[config.mk]
export PLATFORM = sky130hd
export DESIGN_NAME = conv_stream_feeder
export DESIGN_NICKNAME = d
export VERILOG_FILES = /design/src/rtl/conv_pkg.sv /design/src/rtl/conv_feed_addr_gen.sv /design/src/rtl/conv_stream_feeder.sv
export SDC_FILE = /design/constraint.sdc
export NUM_CORES = 1
export LEC_CHECK = 0
export BUFFER_PORTS_ARGS = -buffer_cell sky130_fd_sc_hd__buf_2
export CAP_MARGIN = 15
export CORE_MARGIN = 5
export CORE_UTILIZATION = 55
export CTS_CLUSTER_SIZE = 20
export DETAILED_ROUTE_END_ITERATION = 8
export PLACE_DENSITY_LB_ADDON = 0.2
export REMOVE_ABC_BUFFERS = 1
export SYNTH_ARGS = -nofsm -noshare
export SYNTH_HDL_FRONTEND = slang
export SYNTH_SLANG_ARGS = --single-unit
[constraint.sdc]
create_clock -name clk -period 7.85 [get_ports clk]
set_clock_uncertainty 0.15 [all_clocks]
set_input_delay 0.3925 -clock clk [delete_from_list [all_inputs] [get_ports clk]]
set_output_delay 0.3925 -clock clk [all_outputs]
set_load 0.01 [all_outputs]
[src/rtl/conv_pkg.sv]
// Shared constants, widths, FSM encodings and config decode for the CONV stream feeder.
package conv_pkg;

  // Geometry of the engine input protocol
  localparam int unsigned IMG_W        = 64;
  localparam int unsigned KW           = 4;
  localparam int unsigned NUM_WIN      = IMG_W - KW + 1;
  localparam int unsigned PAIRS        = IMG_W / 2;
  localparam int unsigned BEATS_PER_CH = 2 + NUM_WIN * PAIRS;
  localparam int unsigned LEN_IN       = 8;
  localparam int unsigned LANES        = 8;

  // Bus and address widths, sized for the 32x32 channel/kernel maximum
  localparam int unsigned KRN_AW = 11;
  localparam int unsigned FM_AW  = 17;
  localparam int unsigned KRN_DW = LANES * LEN_IN;
  localparam int unsigned FM_DW  = 4 * LEN_IN;
  localparam int unsigned CFG_W  = 2;
  localparam int unsigned CNT_W  = 6;
  localparam int unsigned IDX_W  = 5;
  localparam int unsigned R_W    = 6;
  localparam int unsigned J_W    = 5;

  // Lane bundle presented to the engine, lane 0 in the low byte
  typedef logic [LANES-1:0][LEN_IN-1:0] lane_word_t;

  // FSM encodings
  localparam logic [1:0] ST_IDLE     = 2'd0;
  localparam logic [1:0] ST_PRIME    = 2'd1;
  localparam logic [1:0] ST_STREAM   = 2'd2;
  localparam logic [1:0] ST_WAIT_END = 2'd3;

  // 2-bit config code to channel/kernel count: 0..3 -> 8/16/24/32
  function automatic logic [CNT_W-1:0] cfg_count(input logic [CFG_W-1:0] code);
    return CNT_W'({code, 3'b000}) + CNT_W'(8);
  endfunction

endpackage

[src/rtl/conv_feed_addr_gen.sv]
// Beat sequencer: walks k/ch/{kernel b | r/j} and produces memory addresses
// plus the valid/type/last flags aligned with the returned memory data.
module conv_feed_addr_gen
  import conv_pkg::*;
#(
  parameter int unsigned FM_W = IMG_W,
  parameter int unsigned K_W  = KW
) (
  input  logic              clk,
  input  logic              rst_n,
  input  logic              load,
  input  logic [CFG_W-1:0]  ci_code,
  input  logic [CFG_W-1:0]  co_code,
  output logic [KRN_AW-1:0] krn_addr,
  output logic [FM_AW-1:0]  fm_addr0,
  output logic [FM_AW-1:0]  fm_addr1,
  output logic              lane_valid,
  output logic              lane_is_krn,
  output logic              lane_last
);

  localparam int unsigned N_WIN  = FM_W - K_W + 1;
  localparam int unsigned N_PAIR = FM_W / 2;

  logic [IDX_W-1:0]  k_q, k_d, ch_q, ch_d;
  logic              b_q, b_d;
  logic [R_W-1:0]    r_q, r_d;
  logic [J_W-1:0]    j_q, j_d;
  logic              krn_q, krn_d;
  logic              iss_q, iss_d;
  logic [KRN_AW-1:0] krn_addr_q, krn_addr_d;
  logic [FM_AW-1:0]  fm0_q, fm0_d, fm1_q, fm1_d;
  logic              vld1_q, vld1_d, typ1_q, typ1_d, last1_q, last1_d;

  logic [CNT_W-1:0]  n_ci, n_co;
  logic              last_c, step_c;
  logic [KRN_AW-1:0] krn_idx_c;
  logic [FM_AW-1:0]  fm_row_c;

  // Counter advance, address generation for the next beat, data-stage flag pipeline
  always_comb begin
    n_ci       = cfg_count(ci_code);
    n_co       = cfg_count(co_code);
    k_d        = k_q;
    ch_d       = ch_q;
    b_d        = b_q;
    r_d        = r_q;
    j_d        = j_q;
    krn_d      = krn_q;
    iss_d      = iss_q;
    krn_addr_d = krn_addr_q;
    fm0_d      = fm0_q;
    fm1_d      = fm1_q;
    step_c     = 1'b0;
    krn_idx_c  = '0;
    fm_row_c   = '0;

    last_c = iss_q && !krn_q
             && (j_q == J_W'(N_PAIR - 1))
             && (r_q == R_W'(N_WIN - 1))
             && ({1'b0, ch_q} == n_ci - CNT_W'(1))
             && ({1'b0, k_q} == n_co - CNT_W'(1));

    if (load) begin
      k_d    = '0;
      ch_d   = '0;
      b_d    = 1'b0;
      r_d    = '0;
      j_d    = '0;
      krn_d  = 1'b1;
      iss_d  = 1'b1;
      step_c = 1'b1;
    end else if (iss_q) begin
      if (last_c) begin
        iss_d = 1'b0;
      end else begin
        step_c = 1'b1;
        if (krn_q) begin
          if (!b_q) begin
            b_d = 1'b1;
          end else begin
            b_d   = 1'b0;
            krn_d = 1'b0;
            r_d   = '0;
            j_d   = '0;
          end
        end else if (j_q != J_W'(N_PAIR - 1)) begin
          j_d = j_q + J_W'(1);
        end else begin
          j_d = '0;
          if (r_q != R_W'(N_WIN - 1)) begin
            r_d = r_q + R_W'(1);
          end else begin
            r_d   = '0;
            krn_d = 1'b1;
            if ({1'b0, ch_q} != n_ci - CNT_W'(1)) begin
              ch_d = ch_q + IDX_W'(1);
            end else begin
              ch_d = '0;
              k_d  = k_q + IDX_W'(1);
            end
          end
        end
      end
    end

    // Only the address of the active beat type moves; the other one holds
    if (step_c) begin
      if (krn_d) begin
        krn_idx_c  = KRN_AW'(k_d) * KRN_AW'(n_ci) + KRN_AW'(ch_d);
        krn_addr_d = {krn_idx_c[KRN_AW-2:0], b_d};
      end else begin
        fm_row_c = FM_AW'(ch_d) * FM_AW'(N_WIN) + FM_AW'(r_d);
        fm0_d    = fm_row_c * FM_AW'(FM_W) + FM_AW'({j_d, 1'b0});
        fm1_d    = fm0_d + FM_AW'(1);
      end
    end

    vld1_d  = iss_q;
    typ1_d  = krn_q;
    last1_d = last_c;
  end

  // Counter, address and flag registers
  always_ff @(posedge clk or negedge rst_n) begin
    if (!rst_n) begin
      k_q        <= '0;
      ch_q       <= '0;
      b_q        <= 1'b0;
      r_q        <= '0;
      j_q        <= '0;
      krn_q      <= 1'b0;
      iss_q      <= 1'b0;
      krn_addr_q <= '0;
      fm0_q      <= '0;
      fm1_q      <= '0;
      vld1_q     <= 1'b0;
      typ1_q     <= 1'b0;
      last1_q    <= 1'b0;
    end else begin
      k_q        <= k_d;
      ch_q       <= ch_d;
      b_q        <= b_d;
      r_q        <= r_d;
      j_q        <= j_d;
      krn_q      <= krn_d;
      iss_q      <= iss_d;
      krn_addr_q <= krn_addr_d;
      fm0_q      <= fm0_d;
      fm1_q      <= fm1_d;
      vld1_q     <= vld1_d;
      typ1_q     <= typ1_d;
      last1_q    <= last1_d;
    end
  end

  assign krn_addr    = krn_addr_q;
  assign fm_addr0    = fm0_q;
  assign fm_addr1    = fm1_q;
  assign lane_valid  = vld1_q;
  assign lane_is_krn = typ1_q;
  assign lane_last   = last1_q;

endmodule

[src/rtl/conv_stream_feeder.sv]
// Transmit side of the CONV engine input protocol: FSM, config/start lines and lane registers.
module conv_stream_feeder
  import conv_pkg::*;
#(
  parameter int unsigned FM_W = IMG_W,
  parameter int unsigned K_W  = KW
) (
  input  logic              clk,
  input  logic              rst_n,
  input  logic              go,
  input  logic [1:0]        cfg_ci,
  input  logic [1:0]        cfg_co,
  output logic              busy,
  output logic              done,
  output logic [10:0]       krn_addr,
  input  logic [63:0]       krn_rdata,
  output logic [16:0]       fm_addr0,
  output logic [16:0]       fm_addr1,
  input  logic [31:0]       fm_rdata0,
  input  logic [31:0]       fm_rdata1,
  output logic              out_start_conv,
  output logic [2:0]        out_cfg_ci,
  output logic [2:0]        out_cfg_co,
  output logic [7:0]        out_data0,
  output logic [7:0]        out_data1,
  output logic [7:0]        out_data2,
  output logic [7:0]        out_data3,
  output logic [7:0]        out_data4,
  output logic [7:0]        out_data5,
  output logic [7:0]        out_data6,
  output logic [7:0]        out_data7,
  input  logic              in_end_conv
);

  logic [1:0]       state_q, state_d;
  logic             busy_q, busy_d;
  logic             done_q, done_d;
  logic             start_q, start_d;
  logic [CFG_W-1:0] cfg_ci_q, cfg_ci_d, cfg_co_q, cfg_co_d;
  lane_word_t       lane_q, lane_d;

  logic             load_c;
  logic             lane_valid, lane_is_krn, lane_last;

  assign load_c = (state_q == ST_IDLE) && go;

  conv_feed_addr_gen #(
    .FM_W (FM_W),
    .K_W  (K_W)
  ) u_addr_gen (
    .clk         (clk),
    .rst_n       (rst_n),
    .load        (load_c),
    .ci_code     (cfg_ci_q),
    .co_code     (cfg_co_q),
    .krn_addr    (krn_addr),
    .fm_addr0    (fm_addr0),
    .fm_addr1    (fm_addr1),
    .lane_valid  (lane_valid),
    .lane_is_krn (lane_is_krn),
    .lane_last   (lane_last)
  );

  // Next-state, handshake lines and lane select
  always_comb begin
    state_d  = state_q;
    busy_d   = busy_q;
    done_d   = 1'b0;
    start_d  = start_q;
    cfg_ci_d = cfg_ci_q;
    cfg_co_d = cfg_co_q;
    lane_d   = '0;

    if (lane_valid) begin
      lane_d = lane_is_krn ? lane_word_t'(krn_rdata) : lane_word_t'({fm_rdata1, fm_rdata0});
    end

    case (state_q)
      ST_IDLE: begin
        if (go) begin
          state_d  = ST_PRIME;
          busy_d   = 1'b1;
          cfg_ci_d = cfg_ci;
          cfg_co_d = cfg_co;
        end
      end
      ST_PRIME: begin
        state_d = ST_STREAM;
      end
      ST_STREAM: begin
        // start rises together with the first beat on the lanes
        if (lane_valid) begin
          start_d = 1'b1;
        end
        if (lane_last) begin
          state_d = ST_WAIT_END;
        end
      end
      ST_WAIT_END: begin
        if (in_end_conv) begin
          start_d = 1'b0;
          done_d  = 1'b1;
          busy_d  = 1'b0;
          state_d = ST_IDLE;
        end
      end
      default: begin
        state_d = ST_IDLE;
      end
    endcase
  end

  // State and output registers
  always_ff @(posedge clk or negedge rst_n) begin
    if (!rst_n) begin
      state_q  <= ST_IDLE;
      busy_q   <= 1'b0;
      done_q   <= 1'b0;
      start_q  <= 1'b0;
      cfg_ci_q <= '0;
      cfg_co_q <= '0;
      lane_q   <= '0;
    end else begin
      state_q  <= state_d;
      busy_q   <= busy_d;
      done_q   <= done_d;
      start_q  <= start_d;
      cfg_ci_q <= cfg_ci_d;
      cfg_co_q <= cfg_co_d;
      lane_q   <= lane_d;
    end
  end

  assign busy           = busy_q;
  assign done           = done_q;
  assign out_start_conv = start_q;
  assign out_cfg_ci     = {1'b0, cfg_ci_q};
  assign out_cfg_co     = {1'b0, cfg_co_q};
  assign out_data0      = lane_q[0];
  assign out_data1      = lane_q[1];
  assign out_data2      = lane_q[2];
  assign out_data3      = lane_q[3];
  assign out_data4      = lane_q[4];
  assign out_data5      = lane_q[5];
  assign out_data6      = lane_q[6];
  assign out_data7      = lane_q[7];

endmodule

==> reports/qor.json, run 1 <==
{
  "syn-mean-instance-area_um2": 10.9,
  "layout.cells.non_filler": 1085,
  "synth_area_leaders": "sky130_fd_sc_hd__dfrtp_1 (44%), sky130_fd_sc_hd__mux2i_1 (9.5%), sky130_fd_sc_hd__ha_1 (9.0%), sky130_fd_sc_hd__nor2b_1 (5.5%), sky130_fd_sc_hd__fa_1 (4.4%)",
  "setup_ws_ns": 2.17,
  "die_height_um": 125,
  "worst-path-max-fanout": 7,
  "drt-initial-drc-count": 247,
  "p_comb_share_pct": 39.5,
  "run_status": "finished clean",
  "floorplan.die.width_um": 125,
  "h-tree-depth": 4,
  "rsz0062_at_grt": "no",
  "num_antenna_cells": 0,
  "report.final.setup_viol": 0,
  "cts-root-buf": "sky130_fd_sc_hd__clkbuf_16",
  "post_synth_edffs": 0,
  "layout.cells.most_common": "sky130_fd_sc_hd__buf_2",
  "fmax_mhz": 176,
  "critPathCaptureType": "flop",
  "std_cell_rows": 42,
  "post_synth_num_cell_types": 62,
  "leakage_nw": 4.76,
  "dpl.cell_count": 1053,
  "fin_nets": 1101,
  "syn_area_mm2": 0.00724,
  "ant_nets": 0,
  "die_area_mm2": 0.0156,
  "power.share.switching_pct": 36.5,
  "timing.critical_path.required_ns": 7.99,
  "tritoncts": "yes",
  "dr.pass1.iters": 5,
  "path_class": "flop to flop",
  "clkPwrFrac_pct": 26.1,
  "final.period_utilization_pct": 72.4,
  "cp_data_arrival_time_ns": 5.82,
  "slew_limit_fails": 0,
  "grt_first_pass_wirelength_mm": 28.4,
  "clock_latency_ns": 0.41,
  "ys_ff_latch": 128,
  "internal_power_mw": 1.86,
  "final_gp_congestion": 0.889,
  "max_slew.worst_pin.slew_ns": 1.03,
  "timing.slew.headroom_pct": 31.1,
  "grt.overflow.total": 0,
  "dp_hpwl_mm": 13.2,
  "timing.setup.tns_ns": 0,
  "number_of_buffers_on_the_longest_clock_path": 2,
  "worstSetupStartpointType": "flop",
  "route.vias.total": 5541,
  "synth_top_area_cell": "sky130_fd_sc_hd__dfrtp_1",
  "power.switching_mw": 1.07,
  "post_drt_wl_per_cell_um": 15.8,
  "drt-total-wl_mm": 17.1,
  "warnings_synthesis": 0,
  "hold_path.class": "input port to flop",
  "yosys_top_cell_area_share_pct": 44.3,
  "start_util_pct": 55.3,
  "port_buffers": 250,
  "numCtsBuffers": 17,
  "cts.reportedPaths.clkPinSlew_ns": 0.06,
  "mostFrequentLayoutCells": "sky130_fd_sc_hd__buf_2 (249), sky130_fd_sc_hd__dfrtp_1 (127), sky130_fd_sc_hd__mux2i_1 (69)",
  "grt_start_max_net_pins": 66,
  "grt_antenna_before_repair": 0,
  "worst_slack_at_placement_ns": 2.18,
  "area_grow_syn2layout_pct": 25.6,
  "remaining_drc_errors": 0,
  "top_level_ports": 254,
  "reg2reg_setup_slack_ns": 2.17,
  "seq_power_share_pct": 34.4,
  "number_of_clock_sinks": 128,
  "worst_ir_drop_vdd_mv": 0.153,
  "cts_repair_resize_count": 0,
  "core_outline_area_mm2": 0.0131,
  "dominantRegCellSynth": "sky130_fd_sc_hd__dfrtp_1",
  "synthArstFlopShare_pct": 100,
  "via_count_of_the_first_global_routing_pass": 5933,
  "ys_seq_area_share_pct": 44.3,
  "vias_per_cell": 5.11,
  "drv.max_cap_violation_count": 0,
  "post_route_cells_drive_above_1_share_pct": 34.0,
  "finalCriticalPeriod_ns": 5.68,
  "finalHoldViolCount": 0,
  "groute.usage.overall_pct": 22.5,
  "post_synth_inst_count": 665,
  "power-per-cell-area_mw_per_mm2": 322
}
## cells by family after synthesis
family	Yosys count	share of synthesized area, %
buf+inv	84	5.55
xor+xnor	20	2.52
mux	80	11.4
fa+ha+maj	68	13.4
other cells	1	0.0518
simple gates	209	16.1
compound gates	75	6.64
flops	128	44.3
## state kept, by name, indices dropped and copies added (netlist names), 2 cells and up
signal and count:
out_data0 8, u_addr_gen.r_q 6, out_data1 8, cfg_co_q 2
u_addr_gen.fm_addr1 16, u_addr_gen.krn_addr 11, u_addr_gen.j_q 5, out_data5 8
u_addr_gen.k_q 5, out_data3 8, u_addr_gen.ch_q 5, out_data2 8
out_data6 8, out_data7 8, out_data4 8, state_q 2
cfg_ci_q 2
## timing repair
action,4_1_cts,5_1_grt
endpoints found under the hold margin,63,0
hold buffers,1,0
setup buffers,0,0
## critical path: stages (launching register included)
cell and delay, ns:
sky130_fd_sc_hd__dfrtp_1 0.39, sky130_fd_sc_hd__ha_1 0.21, sky130_fd_sc_hd__and3_1 0.16, sky130_fd_sc_hd__ha_1 0.26, sky130_fd_sc_hd__and4_4 0.29, sky130_fd_sc_hd__nand3_1 0.17
sky130_fd_sc_hd__o311ai_2 0.59, sky130_fd_sc_hd__nand2_1 0.18, sky130_fd_sc_hd__a31oi_1 0.33, sky130_fd_sc_hd__fa_1 0.44, sky130_fd_sc_hd__ha_1 0.31, sky130_fd_sc_hd__fa_1 0.57
sky130_fd_sc_hd__inv_1 0.07, sky130_fd_sc_hd__fa_1 0.45, sky130_fd_sc_hd__inv_1 0.07, sky130_fd_sc_hd__a21oi_1 0.06, sky130_fd_sc_hd__o21bai_1 0.26, sky130_fd_sc_hd__a311oi_1 0.17
sky130_fd_sc_hd__o21a_1 0.20, sky130_fd_sc_hd__a211o_1 0.25
## Yosys cell counts (3+ instances only)
master	number
sky130_fd_sc_hd__dfrtp_1	128
sky130_fd_sc_hd__mux2i_1	69
sky130_fd_sc_hd__nor2b_1	64
sky130_fd_sc_hd__ha_1	52
sky130_fd_sc_hd__nand2_1	46
sky130_fd_sc_hd__inv_1	40
sky130_fd_sc_hd__nor2_1	32
sky130_fd_sc_hd__o21ai_0	23
sky130_fd_sc_hd__buf_4	21
sky130_fd_sc_hd__clkbuf_1	18
sky130_fd_sc_hd__a21oi_1	16
sky130_fd_sc_hd__fa_1	16
sky130_fd_sc_hd__xor2_1	10
sky130_fd_sc_hd__xnor2_1	9
sky130_fd_sc_hd__and2_1	8
sky130_fd_sc_hd__mux2_2	8
sky130_fd_sc_hd__nand3_1	8
sky130_fd_sc_hd__nor3_1	8
sky130_fd_sc_hd__a21o_1	6
sky130_fd_sc_hd__or3_1	5
sky130_fd_sc_hd__a31oi_1	4
sky130_fd_sc_hd__and3_1	4
sky130_fd_sc_hd__buf_1	4
sky130_fd_sc_hd__nand3b_1	4
sky130_fd_sc_hd__nand4_1	4
sky130_fd_sc_hd__nor3b_1	4
sky130_fd_sc_hd__or2_2	4
sky130_fd_sc_hd__a22oi_1	3
sky130_fd_sc_hd__a311oi_1	3
sky130_fd_sc_hd__nand2b_1	3
## final timing paths
check	startpoint	to	cells after the start
worst min-delay path	cfg_ci[1]	cfg_ci_q[1]	3
worst max-delay path	u_addr_gen.j_q[0]	u_addr_gen.fm_addr0[16]	19
max in group asynchronous	rst_n	u_addr_gen.lane_is_krn	3
worst min register to register	u_addr_gen.fm_addr1[0]	u_addr_gen.fm_addr1[0]	1
worst max register to register	u_addr_gen.j_q[0]	u_addr_gen.fm_addr0[16]	19
min in group asynchronous	rst_n	u_addr_gen.krn_addr[8]	2
## cell type report
| class | instances | area (um2) |
|---|---|---|
| well taps | 176 | 220 |
| fillers | 1006 | 4000 |
| repair buffers | 255 | 1300 |
| clock buffers | 25 | 495 |
| flip-flops and latches | 128 | 3210 |
| multi-input cells | 455 | 3640 |
| clock inverters | 6 | 80.1 |
| inverters | 40 | 150 |
## power by group through the flow
stage	registers [mW]	clock network (mW)	logic (mW)
floorplan	1.08	0	0.684
global placement	1.01	0	1.13
detailed placement	1.02	0	1.17
CTS	1.01	0.775	1.17
global route	1.04	0.803	1.29
finish	1.01	0.764	1.15
## stage by stage
step / power [mW] / hold WS [ns] / util (%) / instance area [um2]
after floorplan: 1.77 / -0.0531 / - / 6990
after global placement: 2.14 / 0.261 / 65.0 / 8500
after detailed placement: 2.19 / 0.269 / 65.0 / 8500
after CTS: 2.96 / 0.0277 / 69.5 / 9090
after global routing: 3.13 / 0.0337 / 69.5 / 9090
final: 2.92 / 0.0422 / 69.5 / 9090
## layer usage
layer	global-route usage, %	part of all wire [%]	vias to the layer above
met3	5.15	5.3	24
met4	7.74	1.5	0
li1	-	-	2695
met1	25.9	39	2640
met5	0	0	-
met2	40.8	54	182
No activity file was read; power rests on OpenSTA's default activity.
==> run 2, diff against run 1 <==
--- a/config.mk
+++ b/config.mk
@@ -8,7 +8,7 @@
 export BUFFER_PORTS_ARGS = -buffer_cell sky130_fd_sc_hd__buf_2
 export CAP_MARGIN = 15
 export CORE_MARGIN = 5
-export CORE_UTILIZATION = 55
+export CORE_UTILIZATION = 46
 export CTS_CLUSTER_SIZE = 20
 export DETAILED_ROUTE_END_ITERATION = 8
 export PLACE_DENSITY_LB_ADDON = 0.2
==> constraint.sdc (replaced) <==
create_clock -name clk -period 4.9 [get_ports clk]
set_clock_uncertainty 0.15 [all_clocks]
set_input_delay 0.245 -clock clk [delete_from_list [all_inputs] [get_ports clk]]
set_output_delay 0.245 -clock clk [all_outputs]
set_load 0.01 [all_outputs]
==> reports/qor.json, run 2 (synthesis gave the netlist of run 1 again) <==
{
  "run_status": "finished clean",
  "number_of_clock_sinks": 128,
  "launch_instance_of_the_worst_register_to_register_path": "cfg_ci_q[0]",
  "fillers": 1046,
  "number_of_buffers_on_the_longest_clock_path": 2,
  "via_count_of_the_first_global_routing_pass": 6983,
  "cts.reportedPaths.clkPinSlew_ns": 0.06,
  "groute.usage.overall_pct": 23.9,
  "ant_nets": 0,
  "hold_path.class": "input port to flop",
  "reg2reg_setup_slack_ns": 0.02,
  "critical_path.reg2reg.endpoint": "u_addr_gen.fm_addr0[16]",
  "power-per-cell-area_mw_per_mm2": 474,
  "max_slew.worst_pin.slew_ns": 1.07,
  "fin_nets": 1310,
  "hold_path.startpoint": "go",
  "postLayoutCellArea_mm2": 0.0114,
  "path_class": "flop to flop",
  "critPathCaptureType": "flop",
  "die_height_um": 135,
  "tritoncts": "yes",
  "worstSetupStartpointType": "flop",
  "dpl.cell_count": 1149,
  "worst-path-max-fanout": 4,
  "clkPwrFrac_pct": 22.1,
  "area_taken_by_multi_input_logic_gates_mm2": 0.00401,
  "slew_limit_fails": 0,
  "dp_hpwl_mm": 13.4,
  "rsz0062_at_grt": "yes",
  "numCtsBuffers": 17,
  "layout.cells.most_common": "sky130_fd_sc_hd__buf_2",
  "port_buffers": 250,
  "grt_start_max_net_pins": 70,
  "timing.critical_path.required_ns": 5.05,
  "post_route_cells_drive_above_1_share_pct": 39.6,
  "core_outline_area_mm2": 0.0153,
  "die_area_mm2": 0.0183,
  "timing.setup.tns_ns": 0,
  "clock_latency_ns": 0.42,
  "grt_antenna_before_repair": 0,
  "dr.pass1.iters": 4,
  "layout.cells.non_filler": 1330,
  "largest_register_ff_count": 16,
  "cp_data_arrival_time_ns": 5.04,
  "drt-initial-drc-count": 229,
  "report.final.setup_viol": 0,
  "mostFrequentLayoutCells": "sky130_fd_sc_hd__buf_2 (249), sky130_fd_sc_hd__dlygate4sd3_1 (132), sky130_fd_sc_hd__dfrtp_1 (124)",
  "drv.max_cap_violation_count": 0,
  "final_gp_congestion": 0.801,
  "finalCriticalPeriod_ns": 4.88,
  "std_cell_rows": 45,
  "start_util_pct": 47.2,
  "area_grow_syn2layout_pct": 57.4,
  "route.vias.total": 6573,
  "timing.slew.headroom_pct": 28.4,
  "seq_power_share_pct": 29.8,
  "drt-total-wl_mm": 22.1,
  "worst_ir_drop_vdd_mv": 0.371,
  "whs_path_depth": 3,
  "h-tree-depth": 4,
  "leakage_nw": 5.73,
  "p_comb_share_pct": 48.1,
  "final.period_utilization_pct": 99.7,
  "top_level_ports": 254,
  "vias_per_cell": 4.94,
  "internal_power_mw": 3.32,
  "hold_end": "busy",
  "post_drt_wl_per_cell_um": 16.6,
  "finalHoldViolCount": 0,
  "remaining_drc_errors": 0,
  "cts-root-buf": "sky130_fd_sc_hd__clkbuf_16",
  "area.sequential_mm2": 0.00321,
  "power.switching_mw": 2.07,
  "grt_first_pass_wirelength_mm": 34.6,
  "num_antenna_cells": 0,
  "reg2reg_depth": 18,
  "detailed_place.area_mm2": 0.00901,
  "power.share.switching_pct": 38.4,
  "grt.overflow.total": 0,
  "layout.core_utilization_pct": 74.4,
  "fmax_mhz": 205,
  "floorplan.die.width_um": 135
}
run 2: worst max-delay path, stage by stage (launching register included):
cell and delay (ns):
sky130_fd_sc_hd__dfrtp_2 0.45, sky130_fd_sc_hd__ha_4 0.18, sky130_fd_sc_hd__xor2_1 0.17, sky130_fd_sc_hd__or4_4 0.54, sky130_fd_sc_hd__o21ai_4 0.20, sky130_fd_sc_hd__buf_6 0.13, sky130_fd_sc_hd__a22oi_1 0.07, sky130_fd_sc_hd__or2_4 0.26
sky130_fd_sc_hd__fa_1 0.50, sky130_fd_sc_hd__inv_1 0.06, sky130_fd_sc_hd__fa_1 0.49, sky130_fd_sc_hd__inv_2 0.04, sky130_fd_sc_hd__fa_1 0.54, sky130_fd_sc_hd__inv_2 0.05, sky130_fd_sc_hd__ha_4 0.15, sky130_fd_sc_hd__and2_4 0.18
sky130_fd_sc_hd__a311oi_4 0.29, sky130_fd_sc_hd__nor4b_2 0.08, sky130_fd_sc_hd__a211o_1 0.23
run 2: what timing repair did:
action	4_1_cts	5_1_grt
pin swaps	25	39
buffers inserted	4	14
hold buffers	132	0
endpoints found under the setup margin	5	7
endpoints found under the hold margin	137	0
resized for setup	35	40
run 2: metrics by stage:
| stage | hold WS, ns | worst slack [ns] | total power, mW |
|---|---|---|---|
| after floorplan | -0.201 | -0.304 | 2.83 |
| after global placement | 0.133 | -0.0850 | 3.64 |
| after detailed placement | 0.129 | -0.203 | 3.67 |
| after CTS | 0.00696 | -0.00155 | 5.26 |
| after global routing | 0.0616 | -0.138 | 5.74 |
| final | 0.0376 | 0.0161 | 5.40 |
run 2: metal layers:
metal | vias to the layer above | global-route usage (%) | wire length (um) | share of wire, %
met5 | - | 0 | 0 | 0
met4 | 0 | 10.4 | 830 | 3.8
met3 | 50 | 5.61 | 1170 | 5.3
met2 | 214 | 42.6 | 11700 | 53
met1 | 3185 | 27.2 | 8460 | 38
li1 | 3124 | - | - | -
run 2: power groups by stage:
stage	registers (mW)	clock network [mW]	logic (mW)
5_1_grt	1.65	1.25	2.84
3_3_place_gp	1.60	0	2.04
4_1_cts	1.59	1.21	2.46
6_report	1.61	1.19	2.60
3_5_place_dp	1.60	0	2.08
2_1_floorplan	1.73	0	1.10
run 2: worst max path at each step:
stage | start | endpoint | slack [ns]
after global routing | cfg_ci_q[0] | u_addr_gen.fm_addr0[16] | -0.14
after detailed placement | cfg_ci_q[0] | u_addr_gen.fm_addr0[16] | -0.20
after floorplan | cfg_ci_q[0] | u_addr_gen.fm_addr0[16] | -0.30
final | cfg_ci_q[0] | u_addr_gen.fm_addr0[16] | 0.02
after CTS | cfg_ci_q[1] | u_addr_gen.fm_addr1[15] | -0.002
after global placement | cfg_ci_q[0] | u_addr_gen.fm_addr0[16] | -0.09
run 2: layout make-up:
cell class	instances	share of cell area, %
inverter	40	1.34
sequential	128	28.2
multi-input combinational	455	35.2
clock buffer	18	3.77
clock inverter	14	1.08
timing repair buffer	464	28.1
tap	211	2.32
